### src/rtl/pp3_logic_pkg.sv
// rtl/pp3_logic_pkg.sv - shared constants and helpers for the logic macro array
package pp3_logic_pkg;

    localparam int QMODE_D = 0;
    localparam int QMODE_T = 1;

    // Register update priority at a rising edge, lowest value wins
    localparam int PRIO_SET   = 0;
    localparam int PRIO_CLEAR = 1;
    localparam int PRIO_EN    = 2;
    localparam int PRIO_HOLD  = 3;

    function automatic int mux_inputs(input int sel_w);
        return 1 << sel_w;
    endfunction

endpackage

### src/rtl/logic_macro_cell.sv
// rtl/logic_macro_cell.sv - one logic cell: inverting top/bottom mux pair and output register
module logic_macro_cell
    import pp3_logic_pkg::*;
#(
    parameter int                      SEL_W   = 2,
    parameter logic [(1<<SEL_W)-1:0]   T_INV   = '0,
    parameter logic [(1<<SEL_W)-1:0]   B_INV   = '0,
    parameter bit                      QZ_INIT = 1'b0,
    parameter bit                      Q_MODE  = 1'b0
) (
    input  logic                    i_clk,
    input  logic                    i_rst_n,
    input  logic                    i_run,
    input  logic [(1<<SEL_W)-1:0]   i_td,
    input  logic [SEL_W-1:0]        i_tsel,
    input  logic [(1<<SEL_W)-1:0]   i_bd,
    input  logic [SEL_W-1:0]        i_bsel,
    input  logic                    i_tbs,
    input  logic                    i_shift_in,
    input  logic                    i_qds,
    input  logic                    i_qen,
    input  logic                    i_qst,
    input  logic                    i_qrt,
    output logic                    o_tz,
    output logic                    o_cz,
    output logic                    o_qz
);

    localparam int N      = mux_inputs(SEL_W);
    localparam bit TOGGLE = (Q_MODE == 1'(QMODE_T));

    logic [N-1:0] w_td;
    logic [N-1:0] w_bd;
    logic         w_tz;
    logic         w_bz;
    logic         w_cz;
    logic         w_d;
    logic         w_next;
    logic         r_qz;

    assign w_td   = i_td ^ T_INV;
    assign w_bd   = i_bd ^ B_INV;
    assign w_tz   = w_td[i_tsel];
    assign w_bz   = w_bd[i_bsel];
    assign w_cz   = i_tbs ? w_bz : w_tz;
    assign w_d    = i_qds ? i_shift_in : w_cz;
    assign w_next = TOGGLE ? (r_qz ^ w_d) : w_d;

    // i_run is low on the edge that samples reset release, so that edge never updates
    always_ff @(posedge i_clk or negedge i_rst_n) begin
        if (!i_rst_n) begin
            r_qz <= QZ_INIT;
        end else if (i_run) begin
            if (i_qst) begin
                r_qz <= 1'b1;
            end else if (i_qrt) begin
                r_qz <= 1'b0;
            end else if (i_qen) begin
                r_qz <= w_next;
            end
        end
    end

    assign o_tz = w_tz;
    assign o_cz = w_cz;
    assign o_qz = r_qz;

endmodule

### src/rtl/logic_macro_array.sv
// rtl/logic_macro_array.sv - array of logic macro cells with optional register shift chain
module logic_macro_array
    import pp3_logic_pkg::*;
#(
    parameter int                                NUM_CELLS = 4,
    parameter int                                SEL_W     = 2,
    parameter logic [(NUM_CELLS<<SEL_W)-1:0]     T_INV     = '0,
    parameter logic [(NUM_CELLS<<SEL_W)-1:0]     B_INV     = '0,
    parameter logic [NUM_CELLS-1:0]              QZ_INIT   = '0,
    parameter logic [NUM_CELLS-1:0]              Q_TOGGLE  = '0,
    parameter bit                                CHAIN_EN  = 1'b0
) (
    input  logic                                 QCK,
    input  logic                                 QRN,
    input  logic [(NUM_CELLS<<SEL_W)-1:0]        TD,
    input  logic [NUM_CELLS*SEL_W-1:0]           TSEL,
    input  logic [(NUM_CELLS<<SEL_W)-1:0]        BD,
    input  logic [NUM_CELLS*SEL_W-1:0]           BSEL,
    input  logic [NUM_CELLS-1:0]                 TBS,
    input  logic [NUM_CELLS-1:0]                 QDI,
    input  logic [NUM_CELLS-1:0]                 QDS,
    input  logic [NUM_CELLS-1:0]                 QEN,
    input  logic                                 QST,
    input  logic                                 QRT,
    output logic [NUM_CELLS-1:0]                 TZ,
    output logic [NUM_CELLS-1:0]                 CZ,
    output logic [NUM_CELLS-1:0]                 QZ
);

    localparam int N = mux_inputs(SEL_W);

    logic r_run;

    // Goes high one edge after reset release; gates every cell register
    always_ff @(posedge QCK or negedge QRN) begin
        if (!QRN) begin
            r_run <= 1'b0;
        end else begin
            r_run <= 1'b1;
        end
    end

    for (genvar i = 0; i < NUM_CELLS; i++) begin : g_cell
        logic w_shift_in;

        if (CHAIN_EN && i > 0) begin : g_chain
            assign w_shift_in = QZ[i-1];
        end else begin : g_direct
            assign w_shift_in = QDI[i];
        end

        logic_macro_cell #(
            .SEL_W   (SEL_W),
            .T_INV   (T_INV[i*N +: N]),
            .B_INV   (B_INV[i*N +: N]),
            .QZ_INIT (QZ_INIT[i]),
            .Q_MODE  (Q_TOGGLE[i])
        ) u_cell (
            .i_clk      (QCK),
            .i_rst_n    (QRN),
            .i_run      (r_run),
            .i_td       (TD[i*N +: N]),
            .i_tsel     (TSEL[i*SEL_W +: SEL_W]),
            .i_bd       (BD[i*N +: N]),
            .i_bsel     (BSEL[i*SEL_W +: SEL_W]),
            .i_tbs      (TBS[i]),
            .i_shift_in (w_shift_in),
            .i_qds      (QDS[i]),
            .i_qen      (QEN[i]),
            .i_qst      (QST),
            .i_qrt      (QRT),
            .o_tz       (TZ[i]),
            .o_cz       (CZ[i]),
            .o_qz       (QZ[i])
        );
    end

endmodule

### config.mk
export PLATFORM = sky130hd
export DESIGN_NAME = logic_macro_array
export DESIGN_NICKNAME = d
export VERILOG_FILES = /design/src/rtl/pp3_logic_pkg.sv /design/src/rtl/logic_macro_cell.sv /design/src/rtl/logic_macro_array.sv
export SDC_FILE = /design/constraint.sdc
export NUM_CORES = 1
export LEC_CHECK = 0
export BUFFER_PORTS_ARGS = -buffer_cell sky130_fd_sc_hd__buf_4
export CELL_PAD_IN_SITES_DETAIL_PLACEMENT = 1
export CELL_PAD_IN_SITES_GLOBAL_PLACEMENT = 2
export CORE_MARGIN = 8
export CORE_UTILIZATION = 14
export CTS_BUF_LIST = sky130_fd_sc_hd__clkbuf_2 sky130_fd_sc_hd__clkbuf_4 sky130_fd_sc_hd__clkbuf_8
export CTS_CLUSTER_DIAMETER = 120
export DETAILED_ROUTE_END_ITERATION = 10
export PLACE_DENSITY_LB_ADDON = 0.08
export SYNTH_ARGS = -nofsm -noshare
export SYNTH_HDL_FRONTEND = slang
export SYNTH_HIERARCHICAL = 1
export SYNTH_SLANG_ARGS = --single-unit
### constraint.sdc
create_clock -name QCK -period 1 [get_ports QCK]
set_input_delay 0.2 -clock QCK [delete_from_list [all_inputs] [get_ports QCK]]
set_output_delay 0.2 -clock QCK [all_outputs]
set_load 0.1 [all_outputs]
[Word level (Yosys, flattened, before mapping)]
Cells that the tools add are included.
Word-level totals
  register bits after elaboration: 5
  logic and storage cells: 57
Cells by class
  reductions and logical operators: 8
  order comparisons: 8
  muxes and demuxes: 36
Operator list (count)
  $mux 1: 28
  $lt 2x3->1 const B: 8
  $bmux 1 s2: 8
  $reduce_bool 3->1: 4
  $reduce_and 2->1: 4

[Longest topological paths before layout]
  depth after elaboration: 7
  mapped depth: 4

[By module]
The synthesis kept the hierarchy.
By module, submodules not included
  logic_macro_cell: times used 4, cells an instance 13, area each 147.6 µm²
  logic_macro_array: times used 1, cells an instance 2, area each 28.8 µm²

[Worst setup path before layout]
No wires, ideal clock.
  kind: input-to-reg
  start: input TSEL[0]
  end: register g_cell[0].u_cell.r_qz
  required time: 0.931 ns
  stages on the path: 4
  slack: -1.644 ns
  arrival: 2.575 ns
  cell sequence: mux4_2 nor2_2 a311oi_2 a21o_1
Between the ends
  longest elaborated chain between the ends: 7
RTL lines
  start, declared: RTL line logic_macro_array.sv:16  | input logic [NUM_CELLS*SEL_W-1:0] TSEL,
  $bmux 1 s2: RTL line logic_macro_cell.sv:43  | assign w_tz = w_td[i_tsel];
  $mux 1 (not written as such): RTL line logic_macro_cell.sv:43
  $mux 1: RTL line logic_macro_cell.sv:45  | assign w_cz = i_tbs ? w_bz : w_tz;
  via CZ[0]: RTL line logic_macro_array.sv:26  | output logic [NUM_CELLS-1:0] CZ,
  $mux 1: RTL line logic_macro_cell.sv:46  | assign w_d = i_qds ? i_shift_in : w_cz;
  $mux 1: RTL line logic_macro_cell.sv:58  | end else if (i_qen) begin
  $mux 1: RTL line logic_macro_cell.sv:56  | end else if (i_qrt) begin
  $mux 1: RTL line logic_macro_cell.sv:54  | if (i_qst) begin
  end signal, assigned: RTL line logic_macro_cell.sv:59  | r_qz <= w_next;
  end, declared: RTL line logic_macro_cell.sv:39  | logic r_qz;
The timed path passes the listed nets, and every way through them passes these cells. The select of a mux whose other input is x is not followed.
A chain may end at the register's enable or synchronous reset.

[Final worst setup path]
  start: input TSEL[6]
  end: output CZ[3]
Between the ends
  longest elaborated chain between the ends: 3
RTL lines (RTL line)
  $bmux 1 s2: logic_macro_cell.sv:43
  $mux 1 (not written as such): logic_macro_cell.sv:43
  $mux 1: logic_macro_cell.sv:45
  end, declared: logic_macro_array.sv:26
Every way passes these cells. The select of a mux whose other input is x is not followed.

==> results by group <==
Synthesis
  • Warnings from Yosys: 6
  • Synth cell types: 13
  • Area contributors post-synth: dfrtp_1 20%, mux4_2 15%, mux2i_1 13%
  • Mapped cell area: between 600 and 700 sq um
  • Most frequent cell after synthesis: mux2i_1
  • Commonest cells in the netlist: 8 x mux2i_1, 5 x dfrtp_1
  • Number of synthesized flops with an enable pin: 0
  • Cell taking the most area after synthesis: dfrtp_1
  • Sequential share of the synthesized area: slightly above 20%
  • Post-synth net total: 122
  • Yosys top cell area share: 20.2%
  • Avg Cell Area, Syn: 11.5 sq um
  • Post-Syn Instances: between 50 and 60
  • Number of synthesized register bits: 5
  • Predominant post-synthesis flop cell: dfrtp_1
  • Asr flop ratio synth: 100%

Drt
  • DRT iter0 DRCs: 8
  • DRC viols: 0
  • Final WL: 3120 microns
  • Via-per-instance ratio: 4.33
  • Remaining antenna violation count: 0
  • Wire length per cell: between 10 and 15 microns
  • DRT Pass-1 Iters: 2
  • Total number of vias: 927

GRT
  • Gr ovfl total: 0
  • First-pass GRT wire length: 4440 microns
  • Initial antenna violation count: 0
  • Largest net degree at the start of global routing: 13
  • Tot GR Track Use: 8.45%
  • Vias in the first global route: 955

Critical path
  • CP Launch Type: primary input
  • Worst Setup SP: TSEL[6]
  • CP max FO: 2
  • Worst EP arrival: roughly 1.2 ns
  • R2r endpoint: g_cell[0].u_cell/o_qz$_DFFE_PN0P_
  • Worst r2r src: r_run$_DFF_PN0_
  • CP endpoint kind: primary output
  • Setup CP Type: primary input to primary output
  • Data required time of the critical path: 0.80 ns
  • FF-to-FF path depth: 4
  • Worst reg-to-reg setup slack: -0.15 ns

Timing
  • Max Fclk: between 700 and 800 MHz
  • Skew final: 0.00356 ns
  • Final hold violations: 0
  • Final setup violation count: 16
  • Fin crit share: 140%
  • Slew Limit Fails: 0
  • RSZ-0062 raised after global routing: yes
  • Final worst setup slack: -0.399 ns
  • Final Critical Period: about 1.4 ns

Final layout
  • Post-route design area: ~1800 sq um
  • Layout area overhead: 195%
  • Post-Layout Cell Count: 214
  • Final net count: roughly 230
  • Share of cells above drive strength 1: between 80% and 90%
  • Ant. Diodes: 0

Floorplanning
  • Die Wd: 82.5 microns
  • Core Footprint: ~4300 sq um
  • Std cell rows: 24
  • Die area: about 6800 sq um
  • Initial Util: approximately 14%
  • I/O pin cnt: 80
  • Die height: 82.5 microns

Place
  • Port bufs: 79
  • Routability-driven placement congestion ratio: 0.712
  • Pre-CTS setup slack: -0.491 ns
  • Area post-placement: ~1500 sq um
  • Placed wire-length estimate: 2650 microns
  • Cells after DPL: 201

Hold path
  • Worst Hold Class: primary input to asynchronous set/reset pin

Clock network
  • Clock slew at reported path FFs: ~0.04 ns
  • Clock Sinks: 5
  • Number of CTS-inserted buffers: 3
  • Worst-Skew Late Latency: 0.22 ns
  • CTS tree: built
  • CTS H-Tree Depth: 1
  • Root buffer cell: clkbuf_8
  • CTS Buffer Depth: 2

Power
  • Tot Pwr: slightly below 2 mW
  • Peak supply drop: 0.505 mV
  • PwrDens: 1080 nW/um^2
  • Leakage: 0.848 nW

Run status
  • Failing checks: setup timing
  • Outcome: complete, but fails checks

Run
  • Max cap viols: 0
cells by family after synthesis:
kind of cell / count (synthesis) / share of synthesized area, %
simple gates: 16 / 21.0
other cells: 1 / 0.605
mux: 16 / 34.7
compound gates: 16 / 23.4
flops: 5 / 20.2
routing by layer:
layer  vias to the layer above  GRT usage (%)  part of all wire [%]
met1                       435           8.13                    31
met3                         4           3.90                    11
met2                        44           15.4                    56
met5                         -              0                     0
li1                        444              -                     -
met4                         0           3.10                   1.5
through the flow:
stage | utilization, % | TNS (ns) | hold WS [ns]
2_1_floorplan | - | -10.07 | -0.0956
3_3_place_gp | 34.1 | -4.73 | 0.00782
3_5_place_dp | 34.1 | -4.78 | 0.00717
4_1_cts | 41.1 | -3.77 | 0.336
5_1_grt | 42.5 | -4.21 | 0.335
6_report | 42.5 | -3.80 | 0.336
cells in the final DEF, fill, tap and decap left out, drive strengths merged, types with 4 or more instances in the layout:
cell / n
o21ai: 4
nor3b: 4
a311oi: 4
nor2: 4
mux2i: 8
a21o: 4
buf: 103
mux4: 4
nor2b: 4
mux2: 4
dfrtp: 5
and4bb: 4
a41oi: 4
clkbuf: 4
report_power, final:
group          switching (mW)  internal [mW]  leakage, nW
sequential             0.0176          0.227       0.0535
clock                  0.0991          0.301       0.0262
combinational           0.678          0.657        0.769
total                   0.795           1.18        0.848
flip-flops by register name (all words and copies together), names as in the netlist:
register and count:
g_cell.u_cell/o_qz 4, r_run 1
critical path: stages:
cell and delay (ns):
buf_6 0.09, mux4_2 0.38, nor2_4 0.04, a311oi_4 0.26, buf_12 0.22
repair_timing:
item	in CTS	in global routing
resized for setup	56	5
setup endpoints to repair	16	16
gates cloned	0	0
hold buffers	1	0
buffers inserted	2	6
endpoints found under the hold margin	5	0
worst max path at each step:
stage,to,slack [ns],cells after the start
CTS,CZ[1],-0.43,5
global placement,CZ[3],-0.48,5
detailed placement,CZ[3],-0.49,5
floorplan,g_cell[0].u_cell/o_qz$_DFFE_PN0P_,-1.15,4
global route,CZ[3],-0.43,5
finish,CZ[3],-0.40,5
layout make-up:
class,count,area [sq um]
clock buffer,4,48.8
tap,52,65.1
multi-input combinational,49,579
fill,481,2470
sequential,5,126
timing repair buffer,104,1000
(Power assumes the default switching activity.)
